File: config.mk
export PLATFORM = sky130hd
export DESIGN_NAME = mips_multicycle_control_flat
export DESIGN_NICKNAME = d
export VERILOG_FILES = /design/src/rtl/mips_multicycle_control_if.sv /design/src/rtl/mips_multicycle_control.sv /design/src/flat_wrapper.sv
export SDC_FILE = /design/constraint.sdc
export NUM_CORES = 1
export LEC_CHECK = 0
export BUFFER_PORTS_ARGS = -buffer_cell sky130_fd_sc_hd__buf_2
export CAP_MARGIN = 20
export CORE_MARGIN = 4
export CORE_UTILIZATION = 35
export CTS_CLUSTER_DIAMETER = 100
export DETAILED_ROUTE_END_ITERATION = 16
export PLACE_DENSITY_LB_ADDON = 0.05
export SYNTH_ARGS = -nofsm -noshare
export SYNTH_HDL_FRONTEND = slang
export SYNTH_SLANG_ARGS = --single-unit
File: constraint.sdc
create_clock -name CLOCK_50 -period 3.4 [get_ports CLOCK_50]
set_input_delay 0 -clock CLOCK_50 [delete_from_list [all_inputs] [get_ports CLOCK_50]]
set_output_delay 0 -clock CLOCK_50 [all_outputs]
set_load 0.1 [all_outputs]
File: src/rtl/mips_multicycle_control_if.sv
// Control-to-datapath bundle for the multi-cycle MIPS sequencer.
// The master side is the sequencer; the slave side is the datapath and memory.
interface mips_multicycle_control_if #(
  parameter int COUNT_W = 32
);
  logic               pause;
  logic [5:0]         opcode;
  logic               mem_ready;
  logic               PCWrite;
  logic               PCWriteCond;
  logic [1:0]         PCSource;
  logic               IorD;
  logic               MemRead;
  logic               MemWrite;
  logic               IRWrite;
  logic               MemtoReg;
  logic               RegDst;
  logic               RegWrite;
  logic               link;
  logic               ALUSrcA;
  logic [1:0]         ALUSrcB;
  logic [2:0]         ALUOp;
  logic [3:0]         state;
  logic               instr_done;
  logic [COUNT_W-1:0] instr_count;
  logic               trap;
  logic               timeout;

  modport master (
    input  pause, opcode, mem_ready,
    output PCWrite, PCWriteCond, PCSource, IorD, MemRead, MemWrite, IRWrite,
           MemtoReg, RegDst, RegWrite, link, ALUSrcA, ALUSrcB, ALUOp,
           state, instr_done, instr_count, trap, timeout
  );

  modport slave (
    output pause, opcode, mem_ready,
    input  PCWrite, PCWriteCond, PCSource, IorD, MemRead, MemWrite, IRWrite,
           MemtoReg, RegDst, RegWrite, link, ALUSrcA, ALUSrcB, ALUOp,
           state, instr_done, instr_count, trap, timeout
  );
endinterface

File: src/rtl/mips_multicycle_control.sv
// Multi-cycle MIPS sequencer with memory wait states, pause, trap on
// illegal opcode or memory timeout, and a retired-instruction counter.
//
// state     | meaning
// ----------+---------------------------------------------
// FETCH     | read instruction at PC, PC <= PC+4
// DECODE    | dispatch on opcode, precompute branch target
// MEM_ADDR  | rs + sign-extended offset
// MEM_READ  | load from ALUOut, wait for mem_ready
// MEM_WB    | MDR -> rt
// MEM_WRITE | store to ALUOut, wait for mem_ready
// R_EXEC    | rs op rt
// R_WB      | ALUOut -> rd
// BRANCH    | compare rs/rt, conditional PC load
// JUMP      | PC <= jump target
// JAL       | PC <= jump target, PC+4 -> $31
// ADDI_EXEC | rs + immediate
// ADDI_WB   | ALUOut -> rt
// TRAP      | halted until reset
module mips_multicycle_control #(
  parameter int MEM_TIMEOUT = 255,
  parameter int COUNT_W     = 32
) (
  input logic                        CLOCK_50,
  input logic                        reset,
  mips_multicycle_control_if.master  bus
);

  typedef enum logic [3:0] {
    S_FETCH     = 4'd0,
    S_DECODE    = 4'd1,
    S_MEM_ADDR  = 4'd2,
    S_MEM_READ  = 4'd3,
    S_MEM_WB    = 4'd4,
    S_MEM_WRITE = 4'd5,
    S_R_EXEC    = 4'd6,
    S_R_WB      = 4'd7,
    S_BRANCH    = 4'd8,
    S_JUMP      = 4'd9,
    S_JAL       = 4'd10,
    S_ADDI_EXEC = 4'd11,
    S_ADDI_WB   = 4'd12,
    S_TRAP      = 4'd13
  } state_t;

  localparam logic [5:0] OP_R    = 6'b000000;
  localparam logic [5:0] OP_LW   = 6'b100011;
  localparam logic [5:0] OP_SW   = 6'b101011;
  localparam logic [5:0] OP_BEQ  = 6'b000100;
  localparam logic [5:0] OP_J    = 6'b000010;
  localparam logic [5:0] OP_JAL  = 6'b000011;
  localparam logic [5:0] OP_ADDI = 6'b001000;

  localparam int WAIT_W = (MEM_TIMEOUT > 1) ? $clog2(MEM_TIMEOUT + 1) : 1;
  localparam logic [WAIT_W-1:0] WAIT_LAST = WAIT_W'((MEM_TIMEOUT > 0) ? MEM_TIMEOUT - 1 : 0);
  localparam logic [WAIT_W-1:0] WAIT_MAX  = '1;

  state_t             state_q, next_state;
  logic [WAIT_W-1:0]  wait_q, wait_next;
  logic [COUNT_W-1:0] count_q;
  logic               trap_q, timeout_q;
  logic               waiting, go_timeout, retire, strobe_en;

  logic pc_write, pc_write_cond, mem_read, mem_write, ir_write, reg_write, link_s;

  always_ff @(posedge CLOCK_50 or posedge reset) begin
    if (reset) begin
      state_q   <= S_FETCH;
      wait_q    <= '0;
      count_q   <= '0;
      trap_q    <= 1'b0;
      timeout_q <= 1'b0;
    end else begin
      state_q <= next_state;
      wait_q  <= wait_next;
      if (retire)               count_q   <= count_q + COUNT_W'(1);
      if (next_state == S_TRAP) trap_q    <= 1'b1;
      if (go_timeout)           timeout_q <= 1'b1;
    end
  end

  // Pause freezes everything: the state, the wait counter and any mem_ready seen.
  always_comb begin
    next_state = state_q;
    wait_next  = wait_q;
    waiting    = 1'b0;
    go_timeout = 1'b0;
    if (!bus.pause) begin
      case (state_q)
        S_FETCH:     if (bus.mem_ready) next_state = S_DECODE; else waiting = 1'b1;
        S_DECODE: begin
          case (bus.opcode)
            OP_LW, OP_SW: next_state = S_MEM_ADDR;
            OP_R:         next_state = S_R_EXEC;
            OP_BEQ:       next_state = S_BRANCH;
            OP_J:         next_state = S_JUMP;
            OP_JAL:       next_state = S_JAL;
            OP_ADDI:      next_state = S_ADDI_EXEC;
            default:      next_state = S_TRAP;
          endcase
        end
        S_MEM_ADDR:  next_state = (bus.opcode == OP_SW) ? S_MEM_WRITE : S_MEM_READ;
        S_MEM_READ:  if (bus.mem_ready) next_state = S_MEM_WB; else waiting = 1'b1;
        S_MEM_WB:    next_state = S_FETCH;
        S_MEM_WRITE: if (bus.mem_ready) next_state = S_FETCH; else waiting = 1'b1;
        S_R_EXEC:    next_state = S_R_WB;
        S_R_WB:      next_state = S_FETCH;
        S_BRANCH:    next_state = S_FETCH;
        S_JUMP:      next_state = S_FETCH;
        S_JAL:       next_state = S_FETCH;
        S_ADDI_EXEC: next_state = S_ADDI_WB;
        S_ADDI_WB:   next_state = S_FETCH;
        S_TRAP:      next_state = S_TRAP;
        default:     next_state = S_FETCH;
      endcase
      if (waiting) begin
        // The cycle that completes MEM_TIMEOUT waits traps; mem_ready already took priority above.
        if (MEM_TIMEOUT != 0 && wait_q == WAIT_LAST) begin
          next_state = S_TRAP;
          go_timeout = 1'b1;
        end
        wait_next = (wait_q == WAIT_MAX) ? wait_q : wait_q + WAIT_W'(1);
      end else begin
        wait_next = '0;
      end
    end
  end

  assign retire    = (state_q != S_FETCH) && (next_state == S_FETCH);
  assign strobe_en = !bus.pause && !reset;

  always_comb begin
    pc_write      = 1'b0;
    pc_write_cond = 1'b0;
    mem_read      = 1'b0;
    mem_write     = 1'b0;
    ir_write      = 1'b0;
    reg_write     = 1'b0;
    link_s        = 1'b0;
    bus.PCSource  = 2'b00;
    bus.IorD      = 1'b0;
    bus.MemtoReg  = 1'b0;
    bus.RegDst    = 1'b0;
    bus.ALUSrcA   = 1'b0;
    bus.ALUSrcB   = 2'b00;
    bus.ALUOp     = 3'b000;
    case (state_q)
      S_FETCH: begin
        mem_read    = 1'b1;
        ir_write    = bus.mem_ready;
        pc_write    = bus.mem_ready;
        bus.ALUSrcB = 2'b01;
      end
      S_DECODE:    bus.ALUSrcB = 2'b11;
      S_MEM_ADDR:  begin bus.ALUSrcA = 1'b1; bus.ALUSrcB = 2'b10; end
      S_MEM_READ:  begin mem_read = 1'b1; bus.IorD = 1'b1; end
      S_MEM_WB:    begin reg_write = 1'b1; bus.MemtoReg = 1'b1; end
      S_MEM_WRITE: begin mem_write = 1'b1; bus.IorD = 1'b1; end
      S_R_EXEC:    begin bus.ALUSrcA = 1'b1; bus.ALUOp = 3'b010; end
      S_R_WB:      begin bus.RegDst = 1'b1; reg_write = 1'b1; end
      S_BRANCH: begin
        bus.ALUSrcA   = 1'b1;
        bus.ALUOp     = 3'b001;
        pc_write_cond = 1'b1;
        bus.PCSource  = 2'b01;
      end
      S_JUMP:      begin pc_write = 1'b1; bus.PCSource = 2'b10; end
      S_JAL: begin
        pc_write     = 1'b1;
        bus.PCSource = 2'b10;
        reg_write    = 1'b1;
        link_s       = 1'b1;
      end
      S_ADDI_EXEC: begin bus.ALUSrcA = 1'b1; bus.ALUSrcB = 2'b10; end
      S_ADDI_WB:   reg_write = 1'b1;
      default:     ;
    endcase
  end

  assign bus.PCWrite     = pc_write      & strobe_en;
  assign bus.PCWriteCond = pc_write_cond & strobe_en;
  assign bus.MemRead     = mem_read      & strobe_en;
  assign bus.MemWrite    = mem_write     & strobe_en;
  assign bus.IRWrite     = ir_write      & strobe_en;
  assign bus.RegWrite    = reg_write     & strobe_en;
  assign bus.link        = link_s        & strobe_en;
  assign bus.instr_done  = retire        & strobe_en;
  assign bus.state       = state_q;
  assign bus.instr_count = count_q;
  assign bus.trap        = trap_q;
  assign bus.timeout     = timeout_q;

endmodule

File: src/flat_wrapper.sv
// flat-port wrapper written by rule: the top's interface ports become plain ports
module mips_multicycle_control_flat 
#(
  parameter int MEM_TIMEOUT = 255,
  parameter int COUNT_W     = 32
)
  (CLOCK_50, reset, bus_pause, bus_opcode, bus_mem_ready, bus_PCWrite, bus_PCWriteCond, bus_PCSource, bus_IorD, bus_MemRead, bus_MemWrite, bus_IRWrite, bus_MemtoReg, bus_RegDst, bus_RegWrite, bus_link, bus_ALUSrcA, bus_ALUSrcB, bus_ALUOp, bus_state, bus_instr_done, bus_instr_count, bus_trap, bus_timeout);
  mips_multicycle_control_if #(.COUNT_W(COUNT_W)) bus_i ();
  input logic CLOCK_50;
  input logic reset;
  input wire logic [$bits(bus_i.pause)-1:0] bus_pause;
  input wire logic [$bits(bus_i.opcode)-1:0] bus_opcode;
  input wire logic [$bits(bus_i.mem_ready)-1:0] bus_mem_ready;
  output wire logic [$bits(bus_i.PCWrite)-1:0] bus_PCWrite;
  output wire logic [$bits(bus_i.PCWriteCond)-1:0] bus_PCWriteCond;
  output wire logic [$bits(bus_i.PCSource)-1:0] bus_PCSource;
  output wire logic [$bits(bus_i.IorD)-1:0] bus_IorD;
  output wire logic [$bits(bus_i.MemRead)-1:0] bus_MemRead;
  output wire logic [$bits(bus_i.MemWrite)-1:0] bus_MemWrite;
  output wire logic [$bits(bus_i.IRWrite)-1:0] bus_IRWrite;
  output wire logic [$bits(bus_i.MemtoReg)-1:0] bus_MemtoReg;
  output wire logic [$bits(bus_i.RegDst)-1:0] bus_RegDst;
  output wire logic [$bits(bus_i.RegWrite)-1:0] bus_RegWrite;
  output wire logic [$bits(bus_i.link)-1:0] bus_link;
  output wire logic [$bits(bus_i.ALUSrcA)-1:0] bus_ALUSrcA;
  output wire logic [$bits(bus_i.ALUSrcB)-1:0] bus_ALUSrcB;
  output wire logic [$bits(bus_i.ALUOp)-1:0] bus_ALUOp;
  output wire logic [$bits(bus_i.state)-1:0] bus_state;
  output wire logic [$bits(bus_i.instr_done)-1:0] bus_instr_done;
  output wire logic [$bits(bus_i.instr_count)-1:0] bus_instr_count;
  output wire logic [$bits(bus_i.trap)-1:0] bus_trap;
  output wire logic [$bits(bus_i.timeout)-1:0] bus_timeout;
  assign bus_i.pause = bus_pause;
  assign bus_i.opcode = bus_opcode;
  assign bus_i.mem_ready = bus_mem_ready;
  assign bus_PCWrite = bus_i.PCWrite;
  assign bus_PCWriteCond = bus_i.PCWriteCond;
  assign bus_PCSource = bus_i.PCSource;
  assign bus_IorD = bus_i.IorD;
  assign bus_MemRead = bus_i.MemRead;
  assign bus_MemWrite = bus_i.MemWrite;
  assign bus_IRWrite = bus_i.IRWrite;
  assign bus_MemtoReg = bus_i.MemtoReg;
  assign bus_RegDst = bus_i.RegDst;
  assign bus_RegWrite = bus_i.RegWrite;
  assign bus_link = bus_i.link;
  assign bus_ALUSrcA = bus_i.ALUSrcA;
  assign bus_ALUSrcB = bus_i.ALUSrcB;
  assign bus_ALUOp = bus_i.ALUOp;
  assign bus_state = bus_i.state;
  assign bus_instr_done = bus_i.instr_done;
  assign bus_instr_count = bus_i.instr_count;
  assign bus_trap = bus_i.trap;
  assign bus_timeout = bus_i.timeout;
  mips_multicycle_control #(.MEM_TIMEOUT(MEM_TIMEOUT), .COUNT_W(COUNT_W)) u_core (.CLOCK_50(CLOCK_50), .reset(reset), .bus(bus_i));
endmodule
==> metrics.yaml, run 1 <==
status: "completed"
critPathKind: "reg2out"
pre_cts_slack_ps: 425
syn_nets: 315
synth_seq_cells: 46
first_iter_violations: 51
clk_latency_ps: 300
clockRootBuffer: "clkbuf_8"
synth_flop_cell: "dfrtp_1"
grt_max_degree: 49
vias: 2431
path_max_fanout: 27
pin_count: 67
rsz0062_at_grt: "false"
synth-edff-count: 0
path_buf_inv: 2
clk_pin_slew_ps: 90
num_rows: 32
routed_via_density: 5.19
layout.cells.non_filler: 468
overflow: 0
cts_buffers: 5
tightest_slew_ps: 636
required_ps: 3400
h-tree-depth: 2
slowest_stage: "dfrtp_1"
cts_hold_buf: 1
cts_tree: "built"
slowest_delay_ps: 740
leakage_nw: 1.55
power.total_mw: 2.60
cts_max_path_buffers: 2
yosysWarnings: 0
routed_wirelength_um: 6870
fin_crit_sh_pct: 92.2
grt_pass1_vias: 2262
post_cts_buffers: 0
drive_gt1_share_pct: 25.7
cts.sink_count: 46
core_area_um2: 7690
netlist_instances: 302
powerDensity_nw_per_um2: 784
syn_avg_cell_area_um2: 9.09
synth_top_area_cell: "dfrtp_1"
drc: 0
layout.nets: 378
die_w_um: 96.5
cp_cell_sequence: "nor2b_1, mux2_4, and3_4, or4_4, a211oi_4, buf_4, and3_2, buf_12"
hold_viol: 0
wl_per_cell_um: 14.7
dieArea_um2: 9320
grt.total_usage_pct: 15.4
die_h_um: 96.5
postLayoutCoreUtil_pct: 43.1
dr.pass1.iters: 4
initial_core_util_pct: 35.7
end_kind: "output pin"
grt_antenna_before_repair: 0
dp_hpwl_um: 5000
ys_seq_area_share_pct: 42.0
syn_to_final_growth_pct: 20.7
n_antenna_cell: 0
setup_viol: 0
gp_congestion: 0.768
syn_area_um2: 2740
maxCapViolCount: 0
place.port_buffers: 65
synthArstFlopShare_pct: 100
dp.cells: 459
relSlewSlack_pct: 57.1
startpoint_type: "flip-flop"
ctsResizeCount: 0
synth_top_area_share_pct: 42.0
nFillCells: 823
setup_slack_ps: 265
slew_violations: 0
cp.arrival_ps: 3130
yosysUniqueCellTypes: 52
grt_pass1_wl_um: 11300
cp_top_family: "simple AND/OR/NAND/NOR gates"
synthTopCellsByArea: "dfrtp_1 42%, xnor2_1 11%, nand3_1 4.6%, and3_1 3.6%, nand4_1 3.2%"
layout_min_cycle_time_ps: 3130
clock.fmax_ghz: 0.319
hold_class: "in2reg"
ir_worst_vdd_mv: 0.597
ant_nets: 0
fin_skew_ps: 13.3
## synth_stat cells, drive strengths merged, types with 4 or more instances
library cell / instances
a21oi: 6
a211oi: 5
xnor2: 34
nand2b: 6
nand4: 14
dfrtp: 46
nor2b: 4
o21ai: 11
and3: 17
nand2: 21
or4: 4
and2: 5
nor2: 20
buf: 6
nor3: 14
nand3: 25
inv: 11
clkbuf: 11
## final timing paths
path	cells past startpoint	endpoint	from	slack, ps
max in group asynchronous	4	u_core.bus.state[1]	reset	2550
min in group asynchronous	4	u_core.wait_q[6]	reset	420
worst min register to register	1	u_core.bus.instr_count[31]	u_core.bus.instr_count[31]	480
worst min-delay path	2	u_core.wait_q[3]	bus_pause	100
worst max register to register	9	u_core.bus.instr_count[14]	u_core.bus.state[2]	420
worst max-delay path	8	bus_instr_done	u_core.bus.state[2]	270
## final cells by class
cell class / count / area, um^2 / share of cell area, %
Clock buffer: 7 / 76.3 / 2.30
Timing Repair Buffer: 73 / 403 / 12.2
Tap cell: 102 / 128 / 3.85
Multi-Input combinational cell: 228 / 1500 / 45.4
Sequential cell: 46 / 1150 / 34.8
Inverter: 11 / 41.3 / 1.25
Clock inverter: 1 / 7.51 / 0.227
## cells by family (layout without fill, tap and decap cells)
group | after synthesis | count (layout) | synth area share [%]
XOR/XNOR | 36 | 36 | 11.5
AO/OA/AOI/OAI | 43 | 43 | 11.2
flip-flops | 46 | 46 | 42.0
multiplexers | 3 | 3 | 1.37
buffers and inverters | 28 | 92 | 4.42
AND/OR/NAND/NOR | 142 | 142 | 28.0
other | 1 | 1 | 0.137
adder cells (fa/ha/maj) | 3 | 3 | 1.37
## registers in the layout, indices dropped and copies added, names as in the netlist
| signal | flops |
|---|---|
| u_core.bus.timeout | 1 |
| u_core.wait_q | 8 |
| u_core.bus.trap | 1 |
| u_core.bus.instr_count | 32 |
| u_core.bus.state | 4 |
## cells in the final DEF (no fill, tap or decap), types with 4 or more instances in the layout
cell       n
nand4_1   14
nand2_1   21
a211oi_1   4
nor2b_1    4
and2_1     5
inv_1     10
xnor2_1   34
o21ai_0   11
a21oi_1    6
and3_1    15
nand3_1   25
nor2_1    20
nand2b_1   6
buf_2     64
nor3_2     5
nor3_1     9
buf_4      7
dfrtp_1   45
clkbuf_8   5
## per-layer routing
layer  wire, um  GRT usage, %  part of all wire (%)
met5          0             0                     0
met4         59          3.50                  0.86
met3        367          3.72                   5.3
met2       3310          25.5                    48
met1       3130          20.4                    46
## power breakdown
group | switching (mW) | leakage, nW | internal [mW] | total, mW
clock network | 0.181 | 0.0385 | 0.146 | 0.327
logic | 1.19 | 0.885 | 0.346 | 1.54
registers | 0.116 | 0.627 | 0.612 | 0.729
## through the flow
step,cell area [um^2],TNS (ps),hold slack (ps)
6_report,3310,0,96.0
5_1_grt,3310,0,78.6
4_1_cts,3310,0,73.8
3_5_place_dp,3220,0,228
3_3_place_gp,3220,0,229
2_1_floorplan,2780,-979,255
(Power assumes the default switching activity.)
==> run 2, diff against run 1 <==
- clock period: 3.4 -> 3.2 ns (I/O delays scaled with it)
==> metrics.yaml, run 2 (synthesis results as in run 1) <==
drive_gt1_share_pct: 26.3
r2r_start: "u_core.bus.state[2]"
clock.fmax_ghz: 0.332
grt_pass1_wl_um: 11500
cts.sink_count: 46
core_area_um2: 7690
status: "completed"
setup_viol: 0
num_rows: 32
crit_end: "bus_instr_done"
vias: 2411
fin_crit_sh_pct: 94.1
cp_cell_sequence: "xnor2_1, mux2_4, and3_4, or4_4, a211oi_4, buf_4, and3_2, buf_12"
dr.pass1.iters: 4
die_h_um: 96.5
cts_buffers: 5
ir_worst_vdd_mv: 0.697
startpoint_type: "flip-flop"
multiInputGateArea_um2: 1510
hold_viol: 0
slowest_stage: "dfrtp_2"
post_cts_buffers: 0
slew_violations: 0
largest_register_ffs: 32
h-tree-depth: 2
cts_max_path_buffers: 2
ant_nets: 0
gp_congestion: 0.756
required_ps: 3200
grt_max_degree: 40
clk_latency_ps: 300
reg2reg_depth: 7
drc: 0
rsz0062_at_grt: "false"
dieArea_um2: 9320
fin_skew_ps: 8.33
slowest_delay_ps: 540
postLayoutCoreUtil_pct: 43.1
p_int_mw: 1.16
seq_power_share_pct: 27.4
hold_class: "in2reg"
pin_count: 67
clockRootBuffer: "clkbuf_8"
leakage_nw: 1.55
final_cell_mix: "64 x buf_2, 44 x dfrtp_1, 34 x xnor2_1"
combPwrFrac_pct: 59.9
regArea_um2: 1150
clkPwrFrac_pct: 12.7
nFillCells: 811
wl_per_cell_um: 14.6
n_antenna_cell: 0
critPathKind: "reg2out"
layout_min_cycle_time_ps: 3010
path_max_fanout: 33
cp.arrival_ps: 3010
clk_pin_slew_ps: 90
dp_hpwl_um: 4910
startpoint: "u_core.bus.state[2]"
powerDensity_nw_per_um2: 833
syn_to_final_growth_pct: 20.7
initial_core_util_pct: 35.7
routed_via_density: 5.16
grt.total_usage_pct: 15.7
rrSetupSlack_ps: 460
swShare_pct: 57.8
power.total_mw: 2.76
power_switching_mw: 1.59
first_iter_violations: 71
timing.rr.end: "u_core.bus.instr_count[1]"
maxCapViolCount: 0
grt_antenna_before_repair: 0
routed_wirelength_um: 6800
cts_tree: "built"
die_w_um: 96.5
place.port_buffers: 65
layout.nets: 377
mostFrequentLayoutCell: "buf_2"
grt_pass1_vias: 2254
end_kind: "output pin"
overflow: 0
## run 2: cell type report
cell class	count	share of cell area [%]
Multi-Input combinational cell	228	45.5
Sequential cell	46	34.8
Timing Repair Buffer	72	11.9
Tap cell	102	3.85
Clock buffer	6	2.19
Inverter	11	1.25
Clock inverter	2	0.416
## run 2: metal layers
metal / GRT usage (%) / up-vias / share of wire, %
met1: 21.8 / 1146 / 47
met3: 3.41 / 7 / 4.6
met4: 4.21 / 0 / 1.1
met2: 24.9 / 55 / 47
li1: - / 1203 / -
met5: 0 / - / 0
## run 2: power by group through the flow
| stage | Combinational (mW) | Sequential, mW | Clock [mW] |
|---|---|---|---|
| floorplan | 0.997 | 1.16 | 0 |
| global placement | 1.66 | 0.765 | 0 |
| detailed placement | 1.66 | 0.767 | 0 |
| CTS | 1.66 | 0.754 | 0.370 |
| global route | 1.76 | 0.774 | 0.401 |
| finish | 1.65 | 0.755 | 0.349 |
## run 2: worst min path at each step
| stage | startpoint | endpoint | slack (ps) | depth (start not counted) |
|---|---|---|---|---|
| 3_5_place_dp | reset | u_core.bus.state[1] | -60 | 2 |
| 2_1_floorplan | bus_mem_ready | u_core.bus.state[0] | 260 | 3 |
| 3_3_place_gp | reset | u_core.bus.state[3] | -60 | 2 |
| 6_report | bus_pause | u_core.wait_q[3] | 100 | 2 |
| 5_1_grt | bus_pause | u_core.wait_q[3] | 110 | 2 |
| 4_1_cts | bus_pause | u_core.wait_q[3] | 80 | 2 |
## run 2: worst max-delay path, delay by kind of cell, from the launching register on
| kind | cells | cell delay, ps |
|---|---|---|
| AND/OR/NAND/NOR | 3 | 960 |
| flip-flops | 1 | 540 |
| buffers and inverters | 2 | 520 |
| multiplexers | 1 | 290 |
| AO/OA/AOI/OAI | 1 | 210 |
| XOR/XNOR | 1 | 170 |
## run 2: repair_timing
action	CTS	global route
endpoints found under the hold margin	7	0
resized for setup	0	1
endpoints found under the setup margin	0	1
hold buffers	1	0
## run 2: per-stage QoR
step / TNS (ps) / std cells / area (um^2) / hold slack (ps) / worst slack, ps
after floorplan: -1660 / 302 / 2780 / 255 / -505
after global placement: 0 / 458 / 3210 / -56.2 / 474
after detailed placement: 0 / 458 / 3210 / -60.9 / 413
after CTS: 0 / 467 / 3310 / 76.2 / 121
after global routing: 0 / 467 / 3310 / 105 / 10.7
final: 0 / 467 / 3310 / 96.5 / 190
==> run 3, diff against run 2 <==
- BUFFER_PORTS_ARGS: -buffer_cell sky130_fd_sc_hd__buf_2 -> unset
- DONT_BUFFER_PORTS: unset -> 1
==> metrics.yaml, run 3 (synthesis results as in run 1) <==
slowest_delay_ps: 620
place.port_buffers: 0
path_max_fanout: 33
critPathKind: "reg2out"
slowest_stage: "dfrtp_2"
hold_viol: 0
status: "completed"
clk_latency_ps: 300
cts.sink_count: 46
wl_per_cell_um: 15.4
dp_hpwl_um: 5040
slew_violations: 0
pin_count: 67
relSlewSlack_pct: 36.1
num_rows: 32
h-tree-depth: 2
hold_class: "in2reg"
cp.arrival_ps: 3070
n_antenna_cell: 0
clock.fmax_ghz: 0.325
fin_hold_ws_ps: 8.23
overflow: 0
first_iter_violations: 70
routed_wirelength_um: 7040
cts_tree: "built"
die_h_um: 96.5
setup_viol: 0
final_design_area_no_fill_um2: 3520
grt_antenna_before_repair: 0
top_layer: "met4"
wl_met2_um: 3390
grt_pass1_wl_um: 11200
layout.nets: 366
vias: 2381
drc: 0
ir_worst_vdd_mv: 0.492
gp_congestion: 0.746
grt_pass1_vias: 2250
die_w_um: 96.5
tightest_slew_ps: 959
initial_core_util_pct: 35.7
cp_cell_sequence: "nor2b_1, mux2_4, and3_4, or4_4, a211oi_4, buf_4, and3_2, buf_12"
powerDensity_nw_per_um2: 834
startpoint_type: "flip-flop"
ant_nets: 0
core_area_um2: 7690
maxCapViolCount: 0
largest_register_ffs: 32
clk_pin_slew_ps: 90
syn_to_final_growth_pct: 28.3
grt.total_usage_pct: 15.4
cts_max_path_buffers: 2
layout_min_cycle_time_ps: 3070
cp_top_family: "simple AND/OR/NAND/NOR gates"
dr.pass1.iters: 5
mostFrequentLayoutCell: "buf_4"
clockRootBuffer: "clkbuf_8"
end_kind: "output pin"
leakage_nw: 1.54
grt_max_degree: 49
rsz0062_at_grt: "false"
wl_met3_um: 482
required_ps: 3200
path_buf_inv: 2
cts_buffers: 5
dieArea_um2: 9320
fin_crit_sh_pct: 96.0
fin_skew_ps: 12.9
wl_met1_um: 3130
post_dp_cell_area_um2: 3390
drive_gt1_share_pct: 27.4
routed_via_density: 5.22
final_cell_mix: "56 x buf_4, 43 x dfrtp_1, 34 x xnor2_1"
==> run 3: changes by cell type in the layout (fill, tap and decap cells not counted), sizes merged <==
cell,previous run,this run
dlygate4sd3,1,2
clkinv,2,0
clkbuf,6,8
buf,71,57
clkinvlp,0,1
inv,11,12
==> run 3: worst register-to-register path, cell delays in order, from the launching register on <==
cell and delay (ps):
dfrtp_2 620, nor2b_1 120, mux2_4 310, and3_4 190, or4_4 510, a211oi_4 210, buf_4 370, mux2_1 360
==> run 3: path summary, 6_finish.rpt <==
kind | startpoint | endpoint | slack [ps] | cells past startpoint
worst max-delay path | u_core.bus.state[2] | bus_instr_done | 130 | 8
worst min-delay path | bus_mem_ready | u_core.bus.state[0] | 8 | 3
worst max register to register | u_core.bus.state[2] | u_core.bus.instr_count[1] | 410 | 7
worst min register to register | u_core.bus.instr_count[1] | u_core.bus.instr_count[1] | 520 | 1
max in group asynchronous | reset | u_core.bus.state[2] | 2410 | 3
min in group asynchronous | reset | u_core.wait_q[4] | 330 | 3
==> run 3: where the power goes <==
group	internal (mW)	leakage (nW)	switching [mW]
combinational	0.452	0.865	1.30
sequential	0.651	0.624	0.151
clock	0.178	0.0478	0.210
total	1.28	1.54	1.66
==> run 3: per-stage QoR <==
stage                     utilization [%]  total power, mW  setup slack, ps  cells  TNS [ps]
after floorplan                         -             2.15             -505    302     -1660
final                                45.8             2.94              127    456         0
after global routing                 45.8             3.09             14.9    456         0
after CTS                            45.7             2.96             68.3    456         0
after detailed placement             44.1             2.55              387    446         0
after global placement               44.1             2.56              397    446         0
==> run 3: final cells by class <==
type,instances,area (um^2)
fill,770,4170
multi-input combinational,228,1590
sequential,46,1150
timing repair buffer,61,510
tap,102,128
clock buffer,6,82.6
inverter,11,41.3
clock inverter,2,16.3
==> run 3: what timing repair did <==
item                       4_1_cts  5_1_grt
hold endpoints to repair        53        0
gates resized for setup          0        3
hold buffers                     2        0
buffers inserted                 0        0
setup endpoints to repair        0        1
==> run 3: routing by layer <==
metal  vias to the layer above  GRT usage, %
met5                         -             0
met4                         0          3.50
met3                         4          4.80
met2                        51          25.3
met1                      1149          19.8
li1                       1177             -
